==> src/rtl/instruction_fetch_stage_pkg.sv <==
// Shared CPU definitions for the fetch stage:
// fetch FSM states, word sizes and the NOP encoding.
package instruction_fetch_stage_pkg;

   localparam int XLEN = 64;
   localparam int ILEN = 32;
   localparam logic [ILEN-1:0] NOP = 32'h0000_0013;

   typedef enum logic [1:0] {
      S_FETCH,
      S_WAIT,
      S_DRAIN
   } state_t;

   function automatic logic [XLEN-1:0] align(
      input logic [XLEN-1:0] a
   );
      return {a[XLEN-1:2], 2'b00};
   endfunction

endpackage

==> src/rtl/instruction_fetch_stage_if.sv <==
// Fetch stage bus: instruction memory port,
// redirect input and IF/ID handoff to decode.
interface instruction_fetch_stage_if;
   import instruction_fetch_stage_pkg::*;

   logic            imem_req_valid;
   logic            imem_req_ready;
   logic [XLEN-1:0] imem_addr;
   logic            imem_resp_valid;
   logic [ILEN-1:0] imem_resp_data;
   logic            redirect_valid;
   logic [XLEN-1:0] redirect_pc;
   logic            id_valid;
   logic            id_ready;
   logic [XLEN-1:0] id_pc;
   logic [ILEN-1:0] id_instruction;

   modport master (
      output imem_req_valid,
      output imem_addr,
      output id_valid,
      output id_pc,
      output id_instruction,
      input  imem_req_ready,
      input  imem_resp_valid,
      input  imem_resp_data,
      input  redirect_valid,
      input  redirect_pc,
      input  id_ready
   );

   modport slave (
      input  imem_req_valid,
      input  imem_addr,
      input  id_valid,
      input  id_pc,
      input  id_instruction,
      output imem_req_ready,
      output imem_resp_valid,
      output imem_resp_data,
      output redirect_valid,
      output redirect_pc,
      output id_ready
   );

endinterface

==> src/rtl/instruction_fetch_stage.sv <==
// Instruction fetch: PC register, single-outstanding
// request FSM and the IF/ID pipeline register.
module instruction_fetch_stage
   import instruction_fetch_stage_pkg::*;
#(
   parameter logic [XLEN-1:0] RESET_PC = 64'h0
) (
   input logic                    clk,
   input logic                    reset,
   instruction_fetch_stage_if.master bus
);

   state_t          state, state_n;
   logic [XLEN-1:0] pc, pc_n;
   logic [XLEN-1:0] req_pc, req_pc_n;
   logic            id_valid, id_valid_n;
   logic [XLEN-1:0] id_pc, id_pc_n;
   logic [ILEN-1:0] id_instr, id_instr_n;
   logic            req_valid;

   // Only issue when the IF/ID slot is free or being drained.
   assign req_valid = !reset
                    && (state == S_FETCH)
                    && !bus.redirect_valid
                    && (!id_valid || bus.id_ready);

   assign bus.imem_req_valid = req_valid;
   assign bus.imem_addr      = pc;
   assign bus.id_valid       = id_valid;
   assign bus.id_pc          = id_pc;
   assign bus.id_instruction = id_instr;

   always_comb begin
      state_n    = state;
      pc_n       = pc;
      req_pc_n   = req_pc;
      id_valid_n = id_valid;
      id_pc_n    = id_pc;
      id_instr_n = id_instr;
      if (id_valid && bus.id_ready)
         id_valid_n = 1'b0;
      if (bus.redirect_valid) begin
         pc_n       = align(bus.redirect_pc);
         id_valid_n = 1'b0;
         // An outstanding response must be swallowed.
         if (state != S_FETCH)
            state_n = bus.imem_resp_valid ? S_FETCH : S_DRAIN;
      end else begin
         unique case (state)
            S_FETCH: begin
               if (req_valid && bus.imem_req_ready) begin
                  req_pc_n = pc;
                  state_n  = S_WAIT;
               end
            end
            S_WAIT: begin
               if (bus.imem_resp_valid) begin
                  id_valid_n = 1'b1;
                  id_pc_n    = req_pc;
                  id_instr_n = bus.imem_resp_data;
                  pc_n       = req_pc + 64'd4;
                  state_n    = S_FETCH;
               end
            end
            S_DRAIN: begin
               if (bus.imem_resp_valid)
                  state_n = S_FETCH;
            end
            default: state_n = S_FETCH;
         endcase
      end
   end

   always_ff @(posedge clk or posedge reset) begin
      if (reset) begin
         state    <= S_FETCH;
         pc       <= align(RESET_PC);
         req_pc   <= '0;
         id_valid <= 1'b0;
         id_pc    <= '0;
         id_instr <= NOP;
      end else begin
         state    <= state_n;
         pc       <= pc_n;
         req_pc   <= req_pc_n;
         id_valid <= id_valid_n;
         id_pc    <= id_pc_n;
         id_instr <= id_instr_n;
      end
   end

endmodule

==> src/flat_wrapper.sv <==
// flat-port wrapper written by rule: the top's interface ports become plain ports
module instruction_fetch_stage_flat import instruction_fetch_stage_pkg::*;
#(
   parameter logic [XLEN-1:0] RESET_PC = 64'h0
)
  (clk, reset, bus_imem_req_valid, bus_imem_addr, bus_id_valid, bus_id_pc, bus_id_instruction, bus_imem_req_ready, bus_imem_resp_valid, bus_imem_resp_data, bus_redirect_valid, bus_redirect_pc, bus_id_ready);
  instruction_fetch_stage_if bus_i ();
  input logic clk;
  input logic reset;
  output wire logic [$bits(bus_i.imem_req_valid)-1:0] bus_imem_req_valid;
  output wire logic [$bits(bus_i.imem_addr)-1:0] bus_imem_addr;
  output wire logic [$bits(bus_i.id_valid)-1:0] bus_id_valid;
  output wire logic [$bits(bus_i.id_pc)-1:0] bus_id_pc;
  output wire logic [$bits(bus_i.id_instruction)-1:0] bus_id_instruction;
  input wire logic [$bits(bus_i.imem_req_ready)-1:0] bus_imem_req_ready;
  input wire logic [$bits(bus_i.imem_resp_valid)-1:0] bus_imem_resp_valid;
  input wire logic [$bits(bus_i.imem_resp_data)-1:0] bus_imem_resp_data;
  input wire logic [$bits(bus_i.redirect_valid)-1:0] bus_redirect_valid;
  input wire logic [$bits(bus_i.redirect_pc)-1:0] bus_redirect_pc;
  input wire logic [$bits(bus_i.id_ready)-1:0] bus_id_ready;
  assign bus_imem_req_valid = bus_i.imem_req_valid;
  assign bus_imem_addr = bus_i.imem_addr;
  assign bus_id_valid = bus_i.id_valid;
  assign bus_id_pc = bus_i.id_pc;
  assign bus_id_instruction = bus_i.id_instruction;
  assign bus_i.imem_req_ready = bus_imem_req_ready;
  assign bus_i.imem_resp_valid = bus_imem_resp_valid;
  assign bus_i.imem_resp_data = bus_imem_resp_data;
  assign bus_i.redirect_valid = bus_redirect_valid;
  assign bus_i.redirect_pc = bus_redirect_pc;
  assign bus_i.id_ready = bus_id_ready;
  instruction_fetch_stage #(.RESET_PC(RESET_PC)) u_core (.clk(clk), .reset(reset), .bus(bus_i));
endmodule
==> config.mk <==
export PLATFORM = sky130hd
export DESIGN_NAME = instruction_fetch_stage_flat
export DESIGN_NICKNAME = d
export VERILOG_FILES = /design/src/rtl/instruction_fetch_stage_pkg.sv /design/src/rtl/instruction_fetch_stage_if.sv /design/src/rtl/instruction_fetch_stage.sv /design/src/flat_wrapper.sv
export SDC_FILE = /design/constraint.sdc
export NUM_CORES = 1
export LEC_CHECK = 0
export ABC_AREA = 1
export BUFFER_PORTS_ARGS = -buffer_cell sky130_fd_sc_hd__buf_2
export CAP_MARGIN = 20
export CORE_MARGIN = 10
export CORE_UTILIZATION = 54
export CTS_CLUSTER_DIAMETER = 120
export DETAILED_ROUTE_END_ITERATION = 12
export GPL_ROUTABILITY_DRIVEN = 0
export PLACE_DENSITY_LB_ADDON = 0.15
export SYNTH_ARGS = -nofsm -noshare
export SYNTH_HDL_FRONTEND = slang
export SYNTH_SLANG_ARGS = --single-unit
export TNS_END_PERCENT = 1
==> constraint.sdc <==
create_clock -name clk -period 20.3 [get_ports clk]
set_input_delay 2.03 -clock clk [delete_from_list [all_inputs] [get_ports clk]]
set_output_delay 2.03 -clock clk [all_outputs]
set_load 0.03 [all_outputs]
Yosys cells after proc, flatten, opt, wreduce, memory -nomap -nowiden:

Index checks and enable logic that the tools add are counted.

* register bits after elaboration: 227
* bits in latches: 0
* memory bits (writable): 0
* memory bits (read-only): 0
* input port bits: 102
* output and inout port bits: 162
* logic and storage cells: 44
* memories kept: 0

* add/subtract/negate cells: 1
* multipliers: 0
* div/mod/pow operators: 0
* order comparisons: 0
* equality and inequality tests: 5
* shift operators: 0
* multiplexer cells: 13
* bitwise logic cells: 1
* reductions and logical operators: 18

Operators with widths (count)
* two-way mux 64 bit: 3
* adder 64 x 3 -> 64 bit, second input constant: 1
* two-way mux 2 bit: 5
* AND reduction 3 bit: 3
* nonzero test 2 bit: 3
* logical AND 1 bit: 5
* two-way mux 1 bit: 4
* case mux 2 bit (2 select lines): 1
* logical NOT 1 bit: 3
* inequality test 3 x 1 -> 1 bit, second input constant: 1
* inequality test 3 bit, second input constant: 1
* == test 2 x 1 -> 1 bit, second input constant: 1
* == test 2 bit, second input constant: 1
* logical NOT 2 bit: 1
* inequality test 2 x 1 -> 1 bit, second input constant: 1
* AND reduction 2 bit: 1
* OR reduction 2 bit: 1
* logical OR 1 bit: 1
* NOT 1 bit: 1

Depth between registers and ports, before layout:

Gate-level depths: netlist of run 1.

* depth after elaboration: 8
* gate-level depth with buffers: 12
* mapped depth without buffers: 12

Worst setup path before layout of run 1:

No wires, ideal clock.

* kind: input-to-output
* from: input bus_redirect_valid
* to: output bus_imem_req_valid
* data arrival time: 2670 ps
* required time: 18270 ps
* setup slack: 15600 ps
* stages: 3
* path buffers: 1
* cells stage by stage: buf_2 nor3_1 and2_1

* cells in the longest elaborated chain, start to end: 3

Ends and longest elaborated chain
* start, declared: RTL line flat_wrapper.sv:18 `input wire logic [$bits(bus_i.redirect_valid)-1:0] bus_redirect_valid;`
* logical NOT 1 bit: RTL line instruction_fetch_stage.sv:24 `&& !bus.redirect_valid`
* logical AND 1 bit: RTL line instruction_fetch_stage.sv:24
* logical AND 1 bit: RTL line instruction_fetch_stage.sv:25 `&& (!id_valid || bus.id_ready);`
* end, declared: RTL line flat_wrapper.sv:10 `output wire logic [$bits(bus_i.imem_req_valid)-1:0] bus_imem_req_valid;`

Every way passes these cells.

Worst setup path after layout of run 1:

Ends and elaborated chain as after synthesis.

==> flow_metrics.env, run 1 <==
export IMPL_numCtsBuffers=25
export IMPL_power_total_uw=1920
export IMPL_netSwitchingPower_uw=845
export IMPL_clock_path_buffers=3
export IMPL_routed_wl_um=33700
export IMPL_regArea_mm2=0.00568
export IMPL_finClkSkew_ns=0.00747
export IMPL_ys_warn_count=0
export IMPL_power_share_sequential_pct=40.3
export IMPL_root_buffer="clkbuf_16"
export IMPL_status="completed"
export IMPL_area_growth_pct=21.3
export IMPL_multi_input_area_mm2=0.00451
export IMPL_instances_no_fill=1930
export IMPL_cts_sinks=227
export IMPL_grt_pass1_wl_um=54400
export IMPL_p_int_uw=1080
export IMPL_final_cell_mix="517 x nand2_1, 261 x buf_2, 224 x dfrtp_1, 145 x nor2_1, 124 x inv_1"
export IMPL_core_mm2=0.0197
export IMPL_dp_slack_ns=15.13
export IMPL_ir_drop_uv=90.8
export IMPL_grt_max_degree=146
export IMPL_postCtsSetupBuffers=0
export IMPL_fillers=1758
export IMPL_switching_share_pct=43.9
export IMPL_setup_worst_path_class="in -> out"
export IMPL_synthDistinctLibCells=40
export IMPL_critPathLaunchType="input pin"
export IMPL_cp_max_fo=55
export IMPL_initial_core_util_pct=55.5
export IMPL_syn_nets=1511
export IMPL_hold_buffers=0
export IMPL_min_path_type="reg -> reg"
export IMPL_report_final_slew_viol_count=0
export IMPL_drtIter0Drc=915
export IMPL_yosysSeqAreaShare_pct=52.2
export IMPL_setup_ws_ns=15.13
export IMPL_h_tree_depth=1
export IMPL_power_frac_clock_pct=22.4
export IMPL_clk_pin_slew_ns=0.05
export IMPL_endpoint_kind="output port"
export IMPL_layout_nets=1752
export IMPL_arrival_ns=3.14
export IMPL_fp_dieH_um=162
export IMPL_setup_violations=0
export IMPL_placed_cells=1883
export IMPL_vias=10200
export IMPL_drv_cap=0
export IMPL_pwr_share_comb_pct=37.3
export IMPL_power_density_mw_per_mm2=146
export IMPL_drive_gt1_share_pct=21.0
export IMPL_routedWlPerCell_um=17.4
export IMPL_stdcell_area_mm2=0.0132
export IMPL_fin_setup_tns_ns=0
export IMPL_grtUsageTotal_pct=25.3
export IMPL_drc=0
export IMPL_drtAntennaViolNets=0
export IMPL_max_slew_worst_pin_slew_ns=1.01
export IMPL_port_buffers=261
export IMPL_synth_avg_cell_area_um2=7.75
export IMPL_antenna_found_initial=2
export IMPL_netlist_area_mm2=0.0109
export IMPL_fmax_mhz=194
export IMPL_relSlewSlack_pct=33.0
export IMPL_die_w_um=162
export IMPL_fin_crit_ns=5.17
export IMPL_detailed_place_hpwl_um=24100
export IMPL_r2r_slack_ns=17.58
export IMPL_clock_latency_ns=0.51
export IMPL_routed_via_density=5.29
export IMPL_dr_pass1_iters=5
export IMPL_die_area_mm2=0.0263
export IMPL_rsz0062_at_grt="no"
export IMPL_syn_inst=1406
export IMPL_grt_pass1_vias=10200
export IMPL_cts_tree="yes"
export IMPL_required_ns=18.27
export IMPL_place_area_mm2=0.0124
export IMPL_grt_overflow=0
export IMPL_period_share_pct=25.4
export IMPL_yosys_register_bits=227
export IMPL_ctsResizeCount=0
export IMPL_final_common_cell="nand2_1"
export IMPL_leakagePower_uw=0.00693
export IMPL_num_rows=51
export IMPL_pin_count=264
export IMPL_hold_violations=0
cells by family after synthesis:
logic type / after synthesis / share of synthesized area, %
simple gates: 787 / 30.3
fa+ha+maj: 3 / 0.344
buf+inv: 186 / 6.54
compound gates: 192 / 9.79
flops: 227 / 52.2
xor+xnor: 11 / 0.884
worst max-delay path: stages:
cell    delay [ns]
buf_2         0.07
buf_4         0.54
nor3_1        0.12
and2_1        0.18
buf_2         0.18
final timing paths:
path	endpoint	start	cells past startpoint
min in group asynchronous	u_core.bus.id_pc[49]	reset	2
hold reg to reg	u_core.bus.id_instruction[2]	u_core.bus.id_instruction[2]	2
max in group asynchronous	u_core.bus.id_instruction[4]	reset	4
setup / recovery	bus_imem_req_valid	bus_redirect_valid	5
setup reg to reg	u_core.bus.imem_addr[24]	u_core.state[0]	8
hold / removal	u_core.bus.id_instruction[2]	u_core.bus.id_instruction[2]	2
layout make-up:
type / instances / area share (%)
Sequential cell: 227 / 43.0
Inverter: 130 / 3.77
Clock buffer: 33 / 5.26
Clock inverter: 9 / 0.596
Timing Repair Buffer: 270 / 10.7
Tap cell: 265 / 2.51
Antenna cell: 3 / 0.0568
Multi-Input combinational cell: 993 / 34.1
synth_stat cells, drive strengths merged:
cell type	instances	area share (%)
o31ai	5	0.34
or3	1	0.057
clkinv	1	0.034
nor2	160	6.4
o22ai	4	0.23
dfstp	3	0.72
nand2	531	19
or2	2	0.11
and2	1	0.057
a31oi	9	0.52
o21ai	143	6.6
xnor2	2	0.16
nand3	63	2.9
o221ai	7	0.56
clkbuf	35	1.2
o2111ai	7	0.56
o21bai	3	0.21
a22oi	1	0.069
buf	21	0.86
ha	3	0.34
nor3	9	0.67
dfrtp	224	51
inv	129	4.4
a21oi	7	0.32
o211ai	6	0.41
xor2	9	0.72
nand3b	8	0.55
nand4	10	0.57
nor4	2	0.11
registers in the layout (all words and copies together), names as in the netlist:
| name | cells |
|---|---|
| u_core.bus.id_instruction | 32 |
| u_core.req_pc | 64 |
| u_core.state | 2 |
| u_core.bus.id_pc | 64 |
| u_core.bus.imem_addr | 64 |
| u_core.bus.id_valid | 1 |
through the flow:
stage,utilization (%),hold WS [ns]
final,67.2,0.464
after global routing,67.2,0.479
after CTS,66.9,0.464
after detailed placement,63.0,0.454
after global placement,63.0,0.449
after floorplan,-,0.452
power groups by stage:
stage	clock (uW)	combinational (uW)	sequential (uW)
detailed placement	0	722	776
CTS	434	725	771
global placement	0	708	768
global route	456	794	797
finish	431	718	775
floorplan	0	264	976
routing by layer:
metal	up-vias	GRT usage, %	part of all wire (%)
li1	4939	-	-
met1	4793	34.2	43
met2	423	40.5	46
met3	55	5.41	8.6
met4	0	7.07	2.3
met5	-	0	0
Note: power is estimated with default switching activity, not from simulation.
==> run 2: changes to the inputs <==
CORE_UTILIZATION = 49   (was 54)
clock period = 4.75 ns   (was 20.3 ns; I/O delays follow)
==> run 2 against run 1 <==
Cell area rose by 0.92%. Highest routed layer unchanged. Global-route usage fell by 2.2 points. Combinational power rose to 4.3 times the previous value. Non-clock buffer count rose by 3. Largest power group unchanged. Core utilization fell by 6.1 points. Clock-buffer cell count rose by 5. Via count fell by 0.83%. Largest cell class unchanged. Worst setup slack got worse by 13 ns.
==> flow_metrics.env, run 2 (synthesis gave the netlist of run 1 again) <==
export IMPL_status="completed"
export IMPL_worstPathBufferInverterCount=2
export IMPL_stdcell_area_mm2=0.0133
export IMPL_antenna_cells=0
export IMPL_die_w_um=169
export IMPL_num_rows=54
export IMPL_min_path_type="in -> async"
export IMPL_top_layer_used="met4"
export IMPL_cp_slowest_cell="nand2_2"
export IMPL_hold_violations=0
export IMPL_routed_via_density=5.20
export IMPL_grt_max_degree=131
export IMPL_layout_nets=1755
export IMPL_required_ns=5.13
export IMPL_power_share_sequential_pct=39.2
export IMPL_grt_pass1_wl_um=54000
export IMPL_period_share_pct=57.1
export IMPL_routedWlPerCell_um=17.7
export IMPL_rr_worst_depth=7
export IMPL_netSwitchingPower_uw=3640
export IMPL_fin_crit_ns=2.71
export IMPL_detailed_place_hpwl_um=24900
export IMPL_postCtsSetupBuffers=0
export IMPL_power_frac_clock_pct=24.4
export IMPL_regToRegStartpoint="u_core.state[1]"
export IMPL_arrival_ns=3.09
export IMPL_initial_core_util_pct=49.9
export IMPL_r2r_slack_ns=2.04
export IMPL_wl_met3_um=3120
export IMPL_area_growth_pct=22.4
export IMPL_place_area_mm2=0.0124
export IMPL_grt_overflow=0
export IMPL_path_cells="inv_1, ha_1, nand2_1, nand2_2, inv_1, nand2_1, nand4_1"
export IMPL_hold_buffers=0
export IMPL_clock_path_buffers=3
export IMPL_drtAntennaViolNets=0
export IMPL_finClkSkew_ns=0.0178
export IMPL_clk_pin_slew_ns=0.07
export IMPL_drv_cap=0
export IMPL_drc=0
export IMPL_grtUsageTotal_pct=23.1
export IMPL_fmax_mhz=369
export IMPL_critPathLaunchType="flip-flop"
export IMPL_setup_violations=0
export IMPL_report_final_slew_viol_count=0
export IMPL_die_area_mm2=0.0286
export IMPL_h_tree_depth=1
export IMPL_drive_gt1_share_pct=21.1
export IMPL_rsz0062_at_grt="no"
export IMPL_critical_path_max_stage_delay_ns=0.78
export IMPL_setup_worst_path_class="reg -> reg"
export IMPL_grt_pass1_vias=9755
export IMPL_p_int_uw=4820
export IMPL_root_buffer="clkbuf_16"
export IMPL_fin_setup_tns_ns=0
export IMPL_fp_dieH_um=169
export IMPL_drtIter0Drc=990
export IMPL_port_buffers=261
export IMPL_fillers=2049
export IMPL_cp_top_family="simple AND/OR/NAND/NOR gates"
export IMPL_core_mm2=0.0218
export IMPL_pin_count=264
export IMPL_clock_latency_ns=0.52
export IMPL_r2r_end="u_core.bus.imem_addr[36]"
export IMPL_wirelength_met1_um=15200
export IMPL_dr_pass1_iters=6
export IMPL_switching_share_pct=43.0
export IMPL_vias=10100
export IMPL_leakagePower_uw=0.00697
export IMPL_wl_met2_um=15600
export IMPL_routed_wl_um=34500
export IMPL_antenna_found_initial=0
export IMPL_power_density_mw_per_mm2=634
export IMPL_numCtsBuffers=25
export IMPL_cts_sinks=227
export IMPL_pwr_share_comb_pct=36.4
export IMPL_final_common_cell="nand2_1"
export IMPL_cp_max_fo=47
export IMPL_endpoint_kind="flip-flop"
export IMPL_relSlewSlack_pct=30.2
export IMPL_ctsResizeCount=0
export IMPL_ir_drop_uv=393
export IMPL_cts_tree="yes"
export IMPL_final_cell_mix="517 x nand2_1, 261 x buf_2, 224 x dfrtp_1, 145 x nor2_1, 124 x inv_1"
export IMPL_max_slew_worst_pin_slew_ns=1.04
-- run 2: cell count changes in the layout (fill, tap and decap cells not counted), sizes merged --
cell	before	now
inv	130	129
buf	270	273
clkbuf	33	38
clkinv	7	3
bufinv	1	4
diode	3	0
-- run 2: power by group through the flow --
stage	combinational (uW)	clock (uW)	sequential, uW
final	3080	2060	3310
after global routing	3390	2170	3410
after CTS	3110	2090	3300
after detailed placement	3090	0	3320
after floorplan	1130	0	4170
after global placement	3050	0	3290
-- run 2: how the worst max path moves through the flow --
stage                             startpoint                       endpoint  cells after the start
final                        u_core.state[1]       u_core.bus.imem_addr[36]                      7
after global routing         u_core.state[1]       u_core.bus.imem_addr[10]                      7
after CTS                    u_core.state[1]       u_core.bus.imem_addr[10]                      7
after detailed placement  bus_redirect_valid       u_core.bus.imem_addr[10]                      6
after global placement    bus_redirect_valid       u_core.bus.imem_addr[36]                      6
after floorplan                        reset  u_core.bus.id_instruction[10]                      1
-- run 2: layout make-up --
cell class / instances / area (um^2) / share of cell area [%]
Tap cell: 280 / 350 / 2.63
Inverter: 130 / 494 / 3.71
Multi-Input combinational cell: 993 / 4510 / 33.8
Clock buffer: 38 / 734 / 5.51
Sequential cell: 227 / 5680 / 42.6
Clock inverter: 7 / 139 / 1.04
Timing Repair Buffer: 273 / 1430 / 10.7
-- run 2: per-stage QoR --
stage          utilization (%)  hold WS (ns)  total power [uW]  cells  setup slack (ns)
3_5_place_dp              57.0         0.453              6410   1902              1.66
5_1_grt                   61.1         0.158              8970   1948              1.87
2_1_floorplan                -         0.452              5300   1406              1.31
6_report                  61.1         0.130              8450   1948              2.04
3_3_place_gp              57.0         0.448              6340   1902              1.73
4_1_cts                   61.0         0.150              8490   1947              2.04
-- run 2: routing by layer --
| layer | vias up | GRT usage (%) |
|---|---|---|
| li1 | 4943 | - |
| met1 | 4740 | 32.5 |
| met2 | 398 | 35.6 |
| met3 | 44 | 5.19 |
| met4 | 0 | 5.33 |
| met5 | - | 0 |
-- run 2: tightest hold or removal path, stage by stage --
cell and delay, ns:
buf_2 0.12, clkinvlp_4 0.08, buf_12 0.45
